[config.mk]
export PLATFORM = sky130hd
export DESIGN_NAME = spi_mem_arbiter_flat
export DESIGN_NICKNAME = d
export VERILOG_FILES = /design/src/rtl/manquehuito_pkg.sv /design/src/rtl/spi_mem_arbiter_if.sv /design/src/rtl/spi_req_picker.sv /design/src/rtl/spi_mem_arbiter.sv /design/src/flat_wrapper.sv
export SDC_FILE = /design/constraint.sdc
export NUM_CORES = 1
export LEC_CHECK = 0
export ABC_AREA = 1
export CORE_MARGIN = 5
export CORE_UTILIZATION = 49
export DETAILED_ROUTE_END_ITERATION = 12
export PLACE_DENSITY = 0.92
export SKIP_CTS_REPAIR_TIMING = 1
export SLEW_MARGIN = 5
export SYNTH_ARGS = -nofsm -noshare
export SYNTH_HDL_FRONTEND = slang
export SYNTH_SLANG_ARGS = --single-unit
[constraint.sdc]
create_clock -name clk_core_i -period 3.3 [get_ports clk_core_i]
set_input_delay 0.495 -clock clk_core_i [delete_from_list [all_inputs] [get_ports clk_core_i]]
set_output_delay 0.495 -clock clk_core_i [all_outputs]
set_load 0.02 [all_outputs]
[src/rtl/manquehuito_pkg.sv]
// Shared types and constants for the SPI memory arbiter: FSM states, requester IDs,
// SPI byte-count codes and bus widths.
package manquehuito_pkg;

  typedef enum logic [1:0] {
    ST_IDLE  = 2'd0,
    ST_START = 2'd1,
    ST_WAIT  = 2'd2,
    ST_RESP  = 2'd3
  } state_e;

  typedef enum logic {
    REQ_FETCH = 1'b0,
    REQ_DATA  = 1'b1
  } req_id_e;

  localparam logic [1:0] NB_ONE = 2'b01;
  localparam logic [1:0] NB_TWO = 2'b10;

  localparam int unsigned ADDR_W  = 16;
  localparam int unsigned DATA_W  = 8;
  localparam int unsigned INSTR_W = 15;
  localparam int unsigned NB_W    = 2;
  localparam int unsigned BURST_W = 3;

endpackage

[src/rtl/spi_mem_arbiter_if.sv]
// SPI master command/response bus; master = arbiter side, slave = SPI engine side.
interface spi_mem_arbiter_if;
  import manquehuito_pkg::*;

  logic              spi_start_o;
  logic [ADDR_W-1:0] spi_address_o;
  logic [DATA_W-1:0] spi_data_write_o;
  logic              spi_read_not_write_o;
  logic [NB_W-1:0]   spi_num_bytes_o;
  logic [DATA_W-1:0] spi_byte1_i;
  logic [DATA_W-1:0] spi_byte2_i;
  logic              spi_done_i;
  logic              spi_busy_i;

  modport master (
    output spi_start_o, spi_address_o, spi_data_write_o, spi_read_not_write_o, spi_num_bytes_o,
    input  spi_byte1_i, spi_byte2_i, spi_done_i, spi_busy_i
  );

  modport slave (
    input  spi_start_o, spi_address_o, spi_data_write_o, spi_read_not_write_o, spi_num_bytes_o,
    output spi_byte1_i, spi_byte2_i, spi_done_i, spi_busy_i
  );

endinterface

[src/rtl/spi_req_picker.sv]
// Fetch/data requester select: data has priority, but a pending fetch wins once
// MAX_DATA_BURST consecutive data grants have been issued.
module spi_req_picker
  import manquehuito_pkg::*;
#(
  parameter int unsigned MAX_DATA_BURST = 4
) (
  input  logic    clk_i,
  input  logic    rst_n_i,
  input  logic    en_i,
  input  logic    if_req_i,
  input  logic    d_req_i,
  output logic    pick_valid_o,
  output req_id_e pick_id_o
);

  logic [BURST_W-1:0] burst_q, burst_d;
  logic               fetch_wins;

  assign fetch_wins = if_req_i && (!d_req_i || (burst_q == BURST_W'(MAX_DATA_BURST)));

  // Select and saturating burst-count update; counter only moves on an actual grant.
  always_comb begin
    pick_valid_o = en_i && (if_req_i || d_req_i);
    pick_id_o    = fetch_wins ? REQ_FETCH : REQ_DATA;
    burst_d      = burst_q;
    if (pick_valid_o) begin
      if (fetch_wins || !if_req_i) begin
        burst_d = '0;
      end else if (burst_q != '1) begin
        burst_d = burst_q + BURST_W'(1);
      end
    end
  end

  always_ff @(posedge clk_i or negedge rst_n_i) begin
    if (!rst_n_i) begin
      burst_q <= '0;
    end else begin
      burst_q <= burst_d;
    end
  end

endmodule

[src/rtl/spi_mem_arbiter.sv]
// Shares one SPI memory master between an instruction-fetch port and a data port,
// with a per-transaction timeout and sticky error flag.
module spi_mem_arbiter
  import manquehuito_pkg::*;
#(
  parameter int unsigned MAX_DATA_BURST = 4,
  parameter int unsigned TIMEOUT_CYCLES = 1024
) (
  input  logic               clk_core_i,
  input  logic               rst_n_i,
  input  logic               if_req_i,
  input  logic [ADDR_W-1:0]  if_addr_i,
  output logic               if_gnt_o,
  output logic               if_valid_o,
  output logic [INSTR_W-1:0] if_instr_o,
  input  logic               d_req_i,
  input  logic               d_we_i,
  input  logic [ADDR_W-1:0]  d_addr_i,
  input  logic [DATA_W-1:0]  d_wdata_i,
  output logic               d_gnt_o,
  output logic               d_valid_o,
  output logic [DATA_W-1:0]  d_rdata_o,
  spi_mem_arbiter_if.master  spi,
  output logic               err_o,
  output logic               busy_o
);

  localparam int unsigned TMO_W = $clog2(TIMEOUT_CYCLES + 1);

  state_e             state_q;
  req_id_e            served_q;
  logic [ADDR_W-1:0]  addr_q;
  logic [DATA_W-1:0]  wdata_q;
  logic               rnw_q;
  logic [NB_W-1:0]    nb_q;
  logic               start_q;
  logic [INSTR_W-1:0] instr_q;
  logic [DATA_W-1:0]  rdata_q;
  logic               if_valid_q, d_valid_q;
  logic               err_q;
  logic [TMO_W-1:0]   tmo_q;

  logic    grant_en;
  logic    pick_valid;
  req_id_e pick_id;
  logic    timeout;
  logic    unused_byte2_msb;

  // Grants are gated by reset so every output reads 0 while rst_n_i is low.
  assign grant_en         = (state_q == ST_IDLE) && rst_n_i;
  assign timeout          = (tmo_q == TMO_W'(TIMEOUT_CYCLES - 1));
  assign unused_byte2_msb = spi.spi_byte2_i[7];

  spi_req_picker #(
    .MAX_DATA_BURST (MAX_DATA_BURST)
  ) u_picker (
    .clk_i        (clk_core_i),
    .rst_n_i      (rst_n_i),
    .en_i         (grant_en),
    .if_req_i     (if_req_i),
    .d_req_i      (d_req_i),
    .pick_valid_o (pick_valid),
    .pick_id_o    (pick_id)
  );

  assign if_gnt_o = pick_valid && (pick_id == REQ_FETCH);
  assign d_gnt_o  = pick_valid && (pick_id == REQ_DATA);
  assign busy_o   = (state_q != ST_IDLE);

  assign if_valid_o               = if_valid_q;
  assign if_instr_o               = instr_q;
  assign d_valid_o                = d_valid_q;
  assign d_rdata_o                = rdata_q;
  assign err_o                    = err_q;
  assign spi.spi_start_o          = start_q;
  assign spi.spi_address_o        = addr_q;
  assign spi.spi_data_write_o     = wdata_q;
  assign spi.spi_read_not_write_o = rnw_q;
  assign spi.spi_num_bytes_o      = nb_q;

  always_ff @(posedge clk_core_i or negedge rst_n_i) begin
    if (!rst_n_i) begin
      state_q    <= ST_IDLE;
      served_q   <= REQ_FETCH;
      addr_q     <= '0;
      wdata_q    <= '0;
      rnw_q      <= 1'b0;
      nb_q       <= '0;
      start_q    <= 1'b0;
      instr_q    <= '0;
      rdata_q    <= '0;
      if_valid_q <= 1'b0;
      d_valid_q  <= 1'b0;
      err_q      <= 1'b0;
      tmo_q      <= '0;
    end else begin
      if_valid_q <= 1'b0;
      d_valid_q  <= 1'b0;
      case (state_q)
        ST_IDLE: begin
          if (pick_valid) begin
            served_q <= pick_id;
            tmo_q    <= '0;
            start_q  <= 1'b1;
            state_q  <= ST_START;
            if (pick_id == REQ_FETCH) begin
              addr_q <= if_addr_i;
              rnw_q  <= 1'b1;
              nb_q   <= NB_TWO;
            end else begin
              addr_q  <= d_addr_i;
              rnw_q   <= !d_we_i;
              nb_q    <= NB_ONE;
              wdata_q <= d_wdata_i;
            end
          end
        end
        ST_START, ST_WAIT: begin
          tmo_q <= tmo_q + TMO_W'(1);
          // Done beats a coincident timeout and leaves err untouched.
          if ((state_q == ST_WAIT) && spi.spi_done_i) begin
            state_q <= ST_RESP;
            if (served_q == REQ_FETCH) begin
              instr_q    <= {spi.spi_byte1_i, spi.spi_byte2_i[6:0]};
              if_valid_q <= 1'b1;
            end else begin
              if (rnw_q) rdata_q <= spi.spi_byte1_i;
              d_valid_q <= 1'b1;
            end
          end else if (timeout) begin
            state_q <= ST_RESP;
            start_q <= 1'b0;
            err_q   <= 1'b1;
            if (served_q == REQ_FETCH) begin
              instr_q    <= '0;
              if_valid_q <= 1'b1;
            end else begin
              rdata_q   <= '0;
              d_valid_q <= 1'b1;
            end
          end else if ((state_q == ST_START) && spi.spi_busy_i) begin
            state_q <= ST_WAIT;
            start_q <= 1'b0;
          end
        end
        ST_RESP: state_q <= ST_IDLE;
        default: state_q <= ST_IDLE;
      endcase
    end
  end

endmodule

[src/flat_wrapper.sv]
// flat-port wrapper written by rule: the top's interface ports become plain ports
module spi_mem_arbiter_flat import manquehuito_pkg::*;
#(
  parameter int unsigned MAX_DATA_BURST = 4,
  parameter int unsigned TIMEOUT_CYCLES = 1024
)
  (clk_core_i, rst_n_i, if_req_i, if_addr_i, if_gnt_o, if_valid_o, if_instr_o, d_req_i, d_we_i, d_addr_i, d_wdata_i, d_gnt_o, d_valid_o, d_rdata_o, err_o, busy_o, spi_spi_start_o, spi_spi_address_o, spi_spi_data_write_o, spi_spi_read_not_write_o, spi_spi_num_bytes_o, spi_spi_byte1_i, spi_spi_byte2_i, spi_spi_done_i, spi_spi_busy_i);
  spi_mem_arbiter_if spi_i ();
  input  logic clk_core_i;
  input  logic rst_n_i;
  input  logic if_req_i;
  input  logic [ADDR_W-1:0] if_addr_i;
  output logic if_gnt_o;
  output logic if_valid_o;
  output logic [INSTR_W-1:0] if_instr_o;
  input  logic d_req_i;
  input  logic d_we_i;
  input  logic [ADDR_W-1:0] d_addr_i;
  input  logic [DATA_W-1:0] d_wdata_i;
  output logic d_gnt_o;
  output logic d_valid_o;
  output logic [DATA_W-1:0] d_rdata_o;
  output logic err_o;
  output logic busy_o;
  output wire logic [$bits(spi_i.spi_start_o)-1:0] spi_spi_start_o;
  output wire logic [$bits(spi_i.spi_address_o)-1:0] spi_spi_address_o;
  output wire logic [$bits(spi_i.spi_data_write_o)-1:0] spi_spi_data_write_o;
  output wire logic [$bits(spi_i.spi_read_not_write_o)-1:0] spi_spi_read_not_write_o;
  output wire logic [$bits(spi_i.spi_num_bytes_o)-1:0] spi_spi_num_bytes_o;
  input wire logic [$bits(spi_i.spi_byte1_i)-1:0] spi_spi_byte1_i;
  input wire logic [$bits(spi_i.spi_byte2_i)-1:0] spi_spi_byte2_i;
  input wire logic [$bits(spi_i.spi_done_i)-1:0] spi_spi_done_i;
  input wire logic [$bits(spi_i.spi_busy_i)-1:0] spi_spi_busy_i;
  assign spi_spi_start_o = spi_i.spi_start_o;
  assign spi_spi_address_o = spi_i.spi_address_o;
  assign spi_spi_data_write_o = spi_i.spi_data_write_o;
  assign spi_spi_read_not_write_o = spi_i.spi_read_not_write_o;
  assign spi_spi_num_bytes_o = spi_i.spi_num_bytes_o;
  assign spi_i.spi_byte1_i = spi_spi_byte1_i;
  assign spi_i.spi_byte2_i = spi_spi_byte2_i;
  assign spi_i.spi_done_i = spi_spi_done_i;
  assign spi_i.spi_busy_i = spi_spi_busy_i;
  spi_mem_arbiter #(.MAX_DATA_BURST(MAX_DATA_BURST), .TIMEOUT_CYCLES(TIMEOUT_CYCLES)) u_core (.clk_core_i(clk_core_i), .rst_n_i(rst_n_i), .if_req_i(if_req_i), .if_addr_i(if_addr_i), .if_gnt_o(if_gnt_o), .if_valid_o(if_valid_o), .if_instr_o(if_instr_o), .d_req_i(d_req_i), .d_we_i(d_we_i), .d_addr_i(d_addr_i), .d_wdata_i(d_wdata_i), .d_gnt_o(d_gnt_o), .d_valid_o(d_valid_o), .d_rdata_o(d_rdata_o), .spi(spi_i), .err_o(err_o), .busy_o(busy_o));
endmodule
Word level (Yosys, flattened, before mapping)
Index checks and enable logic that the tools add are counted.
{"block": "classes", "mux": 35, "eq_ne": 11, "reduce_logical": 28, "addsub": 2, "n_bitwise": 3}
{"op": "$mux W15", "n": 4}
{"op": "$mux W8", "n": 5}
{"op": "$pmux W11 S2", "n": 1}
{"op": "$mux W16", "n": 1}
{"op": "$mux W1", "n": 14}
{"op": "$add A11 B1 Y11 const B", "n": 1}
{"op": "$eq A11 B10 Y1 const B", "n": 1}
{"op": "$mux W11", "n": 1}
{"op": "$mux W2", "n": 5}
{"op": "$reduce_and A3 Y1", "n": 3}
{"op": "$reduce_and A2 Y1", "n": 4}
{"op": "$reduce_and A4 Y1", "n": 2}
{"op": "$reduce_bool A2 Y1", "n": 4}
{"op": "$logic_and A1 B1 Y1", "n": 7}
{"op": "$mux W3", "n": 2}
{"op": "$pmux W2 S3", "n": 1}
{"op": "$eq A2 B2 Y1 const B", "n": 2}
{"op": "$ne A2 B1 Y1 const B", "n": 2}
{"op": "$ne A4 B1 Y1 const B", "n": 1}
{"op": "$add A3 B1 Y3 const B", "n": 1}
{"op": "$eq A3 B3 Y1 const B", "n": 1}
{"op": "$logic_not A1 Y1", "n": 3}
{"op": "$logic_or A1 B1 Y1", "n": 3}
{"op": "$ne A3 B1 Y1 const B", "n": 1}
{"op": "7 further kinds", "n": 9}
{"block": "word_totals", "in_bits": 63, "reg_bits": 71, "wordCells": 93, "output_inout_bits": 57}

Longest topological paths before layout
{"block": "logic_depth", "depth_word": 6, "mapped_depth": 11}

Cells and area by module
A second synthesis with hierarchy kept.
{"block": "unflattened", "hier_cells": 380, "area_unflattened_um2": 3417.0}
{"module": "spi_mem_arbiter", "area_each_um2": 3190.6, "seq_area_each_um2": 1676.6, "instances": 1, "cells_each": 351}
{"module": "spi_req_picker", "area_each_um2": 226.5, "seq_area_each_um2": 75.1, "instances": 1, "cells_each": 29}

Worst setup path after synthesis
Ideal clock, no wire load.
{"block": "synth_path", "path_kind": "reg-to-output", "start": "reg u_core.state_q[0]", "end": "out d_gnt_o", "path_stages_with_launch": 8, "setup_slack_ns": 1.461, "n_path_buf": 1, "arrival_ns": 1.344, "cell_sequence": "dfrtp_1 inv_1 ha_1 nand2_2 nor2_4 nand2_2 inv_2 buf_4"}
{"block": "synth_via", "elab_chain_cells": 4}
{"item": "from (decl)", "line_no": "spi_mem_arbiter.sv:30", "text": "state_e state_q;"}
{"item": "from (signal assigned)", "line_no": "spi_mem_arbiter.sv:83", "text": "state_q <= ST_IDLE;"}
{"item": "from (signal assigned)", "line_no": "spi_mem_arbiter.sv:105", "text": "state_q <= ST_START;"}
{"item": "from (signal assigned)", "line_no": "spi_mem_arbiter.sv:122", "text": "state_q <= ST_RESP;"}
{"item": "$logic_not A2 Y1", "line_no": "spi_mem_arbiter.sv:50", "text": "assign grant_en = (state_q == ST_IDLE) && rst_n_i;"}
{"item": "$logic_and A1 B1 Y1", "line_no": "spi_mem_arbiter.sv:50"}
{"item": "$logic_and A1 B1 Y1", "line_no": "spi_req_picker.sv:24", "text": "pick_valid_o = en_i && (if_req_i || d_req_i);"}
{"item": "$logic_and A1 B1 Y1", "line_no": "spi_mem_arbiter.sv:67", "text": "assign d_gnt_o = pick_valid && (pick_id == REQ_DATA);"}
{"item": "to (decl)", "line_no": "flat_wrapper.sv:20", "text": "output logic d_gnt_o;"}
No other way between the ends.

Worst setup path after layout
Ends and elaborated chain as after synthesis.

==> results.py <==
metrics = {
    "power_and_ir_drop": {
        "power.leakage_nw": 2.17,
        "power_density_mw_per_mm2": 846,
        "totalPowerFinal_w": 0.00401,
        "vdd_drop_max_mv": 0.499,
    },
    "clock_network": {
        "clk_latency_ns": 0.34,
        "cts_buffers": 9,
        "cts_tree": "done",
        "numClockSinks": 70,
        "clk_pin_slew_ns": 0.07,
        "cts_max_level": 3,
        "clock_path_buffers": 2,
        "root_buffer": "clkbuf_8",
    },
    "worst_setup_path": {
        "cp.arrival_ns": 2.24,
        "critPathBufInv": 3,
        "critPathSlowestCell": "clkdlybuf4s50_1",
        "required_ns": 2.80,
        "reg2reg_depth": 8,
        "path_delay_family": "buffers and inverters",
        "r2r_start": "u_core.state_q[0]",
        "rrSetupSlack_ns": 1.28,
        "crit_path_start": "u_core.state_q[0]",
        "path_cells": "inv_1 -> ha_1 -> nand2_2 -> nor2_4 -> nand2_2 -> inv_2 -> clkdlybuf4s50_1",
        "crit_fanout": 10,
        "crit_path_start_kind": "flop",
        "worstSetupEndpointType": "output port",
        "path_depth": 7,
        "crit_end": "d_gnt_o",
        "path_common_cell": "nand2_2",
        "slowest_delay_ns": 0.60,
        "worstReg2RegEnd": "u_core.d_rdata_o[5]",
        "crit_type": "reg2out",
    },
    "logic_synthesis": {
        "yosys.area.top_type": "dfrtp_1",
        "seq_area_frac_synth": 0.520,
        "ys_ff_latch": 70,
        "yosysMostFrequentCell": "nand2_1",
        "avgSynthCellArea_um2": 8.83,
        "syn_inst": 381,
        "synth.top_cell.area_share": 0.520,
        "synthFlopType": "dfrtp_1",
        "synth_top_cells_by_area": "dfrtp_1 (52%), nand2_1 (16%), o21ai_2 (6.0%)",
        "ys_types": 24,
        "syn_nets": 452,
        "ys_top_cells_by_count": "nand2_1 (139), dfrtp_1 (70), nand3_1 (31), inv_1 (24), o21ai_2 (23)",
        "yosys_warnings": 0,
        "syn_area_mm2": 0.00337,
        "synthArstFlopShare": 1.00,
        "synth_edf_count": 0,
    },
    "global_route": {
        "grt_pass1_vias": 3063,
        "grtUsageTotal": 0.210,
        "grt_max_degree": 71,
        "grt_first_pass_wirelength_um": 14400,
        "busiest_layer": "met2",
        "use_met1": 0.254,
        "gr-total-overflow": 0,
        "antenna_found_initial": 0,
        "grt_use_met2": 0.356,
        "grtUsageMet3": 0.0585,
    },
    "floorplan": {
        "die_width_um": 92.9,
        "ios": 120,
        "dieArea_mm2": 0.00863,
        "dieHeight_um": 92.9,
        "initial_core_util": 0.498,
        "coreArea_mm2": 0.00676,
        "num_rows": 30,
    },
    "drt": {
        "wl_per_cell_um": 14.9,
        "vias": 2995,
        "drt_iter0_markers": 124,
        "vias_per_cell": 5.12,
        "finalWirelength_um": 8700,
        "final_antenna_net_count": 0,
        "post-route-drc-count": 0,
        "dr.pass1.iters": 5,
    },
    "layout": {
        "num-fill-cells": 479,
        "postLayoutCoreUtil": 0.702,
        "finalNetCount": 571,
        "area_delta_synth_final_pct": 40.9,
        "drive_gt1_frac": 0.145,
        "diodes": 0,
        "layoutNonFillerInstCount": 585,
    },
    "timing": {
        "clock_skew_ns": 0.0113,
        "finalHoldViolations": 0,
        "setup_viol": 0,
        "max_freq_ghz": 0.365,
        "fin_setup_tns_ns": 0,
        "min_period_ns": 2.74,
        "fin_ws_ns": 0.562,
        "post-route-period-util": 0.830,
        "tightestPinTransition_ns": 0.870,
        "drv_slew": 0,
        "relSlewSlack": 0.420,
        "rsz0062_at_grt": "false",
    },
    "place": {
        "placed_cells": 569,
        "numPortBuffers": 118,
        "place_ws_ns": 0.691,
        "dp.final_hpwl_um": 6440,
        "place.gp.congestion": 0.826,
    },
    "worst_hold_path": {
        "hp-class": "in2async",
    },
    "outcome": {
        "status": "finished clean",
    },
    "flow_run": {
        "cap_violations": 0,
    },
}
==> worst min-delay path by stage <==
stage	start	endpoint	slack, ns
final	rst_n_i	u_core.if_instr_o[9]	0.40
after global routing	rst_n_i	u_core.if_instr_o[9]	0.49
after CTS	rst_n_i	u_core.if_valid_o	0.44
after detailed placement	u_core.d_rdata_o[4]	u_core.d_rdata_o[4]	0.47
after global placement	u_core.spi.spi_data_write_o[0]	u_core.spi.spi_data_write_o[0]	0.46
after floorplan	rst_n_i	u_core.d_rdata_o[0]	0.20
==> report_power, final <==
group	switching (W)	leakage [nW]	internal (W)
clock network	0.000307	0.0904	0.000348
registers	0.000193	0.922	0.00117
logic	0.00115	1.16	0.000846
==> kinds of logic (layout without fill, tap and decap cells) <==
family / Yosys count / in the layout / share of synthesized area
AO/OA/AOI/OAI: 41 / 41 / 0.0881
adder cells (fa/ha/maj): 8 / 8 / 0.0297
buffers and inverters: 40 / 164 / 0.0610
flip-flops: 70 / 70 / 0.520
AND/OR/NAND/NOR: 222 / 222 / 0.301
==> through the flow <==
step                      instance area [µm²]  hold WS (ns)
after floorplan                          3370         0.199
after global placement                   4560         0.462
after detailed placement                 4560         0.468
after CTS                                4740         0.437
after global routing                     4740         0.488
final                                    4740         0.403
==> metal layers <==
layer	vias to the layer above	share of wire
met1	1418	0.39
met3	19	0.072
met5	-	0
met2	108	0.51
li1	1450	-
met4	0	0.024
==> state kept, by name (all words and copies together) (netlist names) <==
name / count
u_core.d_rdata_o: 8
u_core.d_valid_o: 1
u_core.err_o: 1
u_core.if_instr_o: 15
u_core.if_valid_o: 1
u_core.spi.spi_address_o: 16
u_core.spi.spi_data_write_o: 8
u_core.spi.spi_num_bytes_o: 2
u_core.spi.spi_read_not_write_o: 1
u_core.spi.spi_start_o: 1
u_core.state_q: 2
u_core.tmo_q: 11
u_core.u_picker.burst_q: 3
==> cell usage in the layout (no fill, tap or decap), drive strengths merged <==
cell type / synthesis / final
clkinv: 0 / 2
clkinvlp: 0 / 1
nand3: 34 / 34
o21bai: 1 / 1
buf: 13 / 4
inv: 27 / 27
a21oi: 7 / 7
nor3: 3 / 3
nand4: 3 / 3
nand2: 160 / 160
dfrtp: 70 / 70
a22oi: 1 / 1
or2: 1 / 1
clkdlybuf4s50: 0 / 117
o21ai: 32 / 32
nor2: 21 / 21
ha: 8 / 8
clkbuf: 0 / 12
bufinv: 0 / 1
==> final cells by class <==
cell class | instances | area [µm²] | share of cell area
Inverter | 27 | 101 | 0.0214
Timing Repair Buffer | 121 | 1200 | 0.253
Sequential cell | 70 | 1750 | 0.369
Multi-Input combinational cell | 271 | 1410 | 0.297
Clock inverter | 4 | 47.5 | 0.0100
Tap cell | 80 | 100 | 0.0211
Clock buffer | 12 | 135 | 0.0285
No activity file was read; power rests on OpenSTA's default activity.
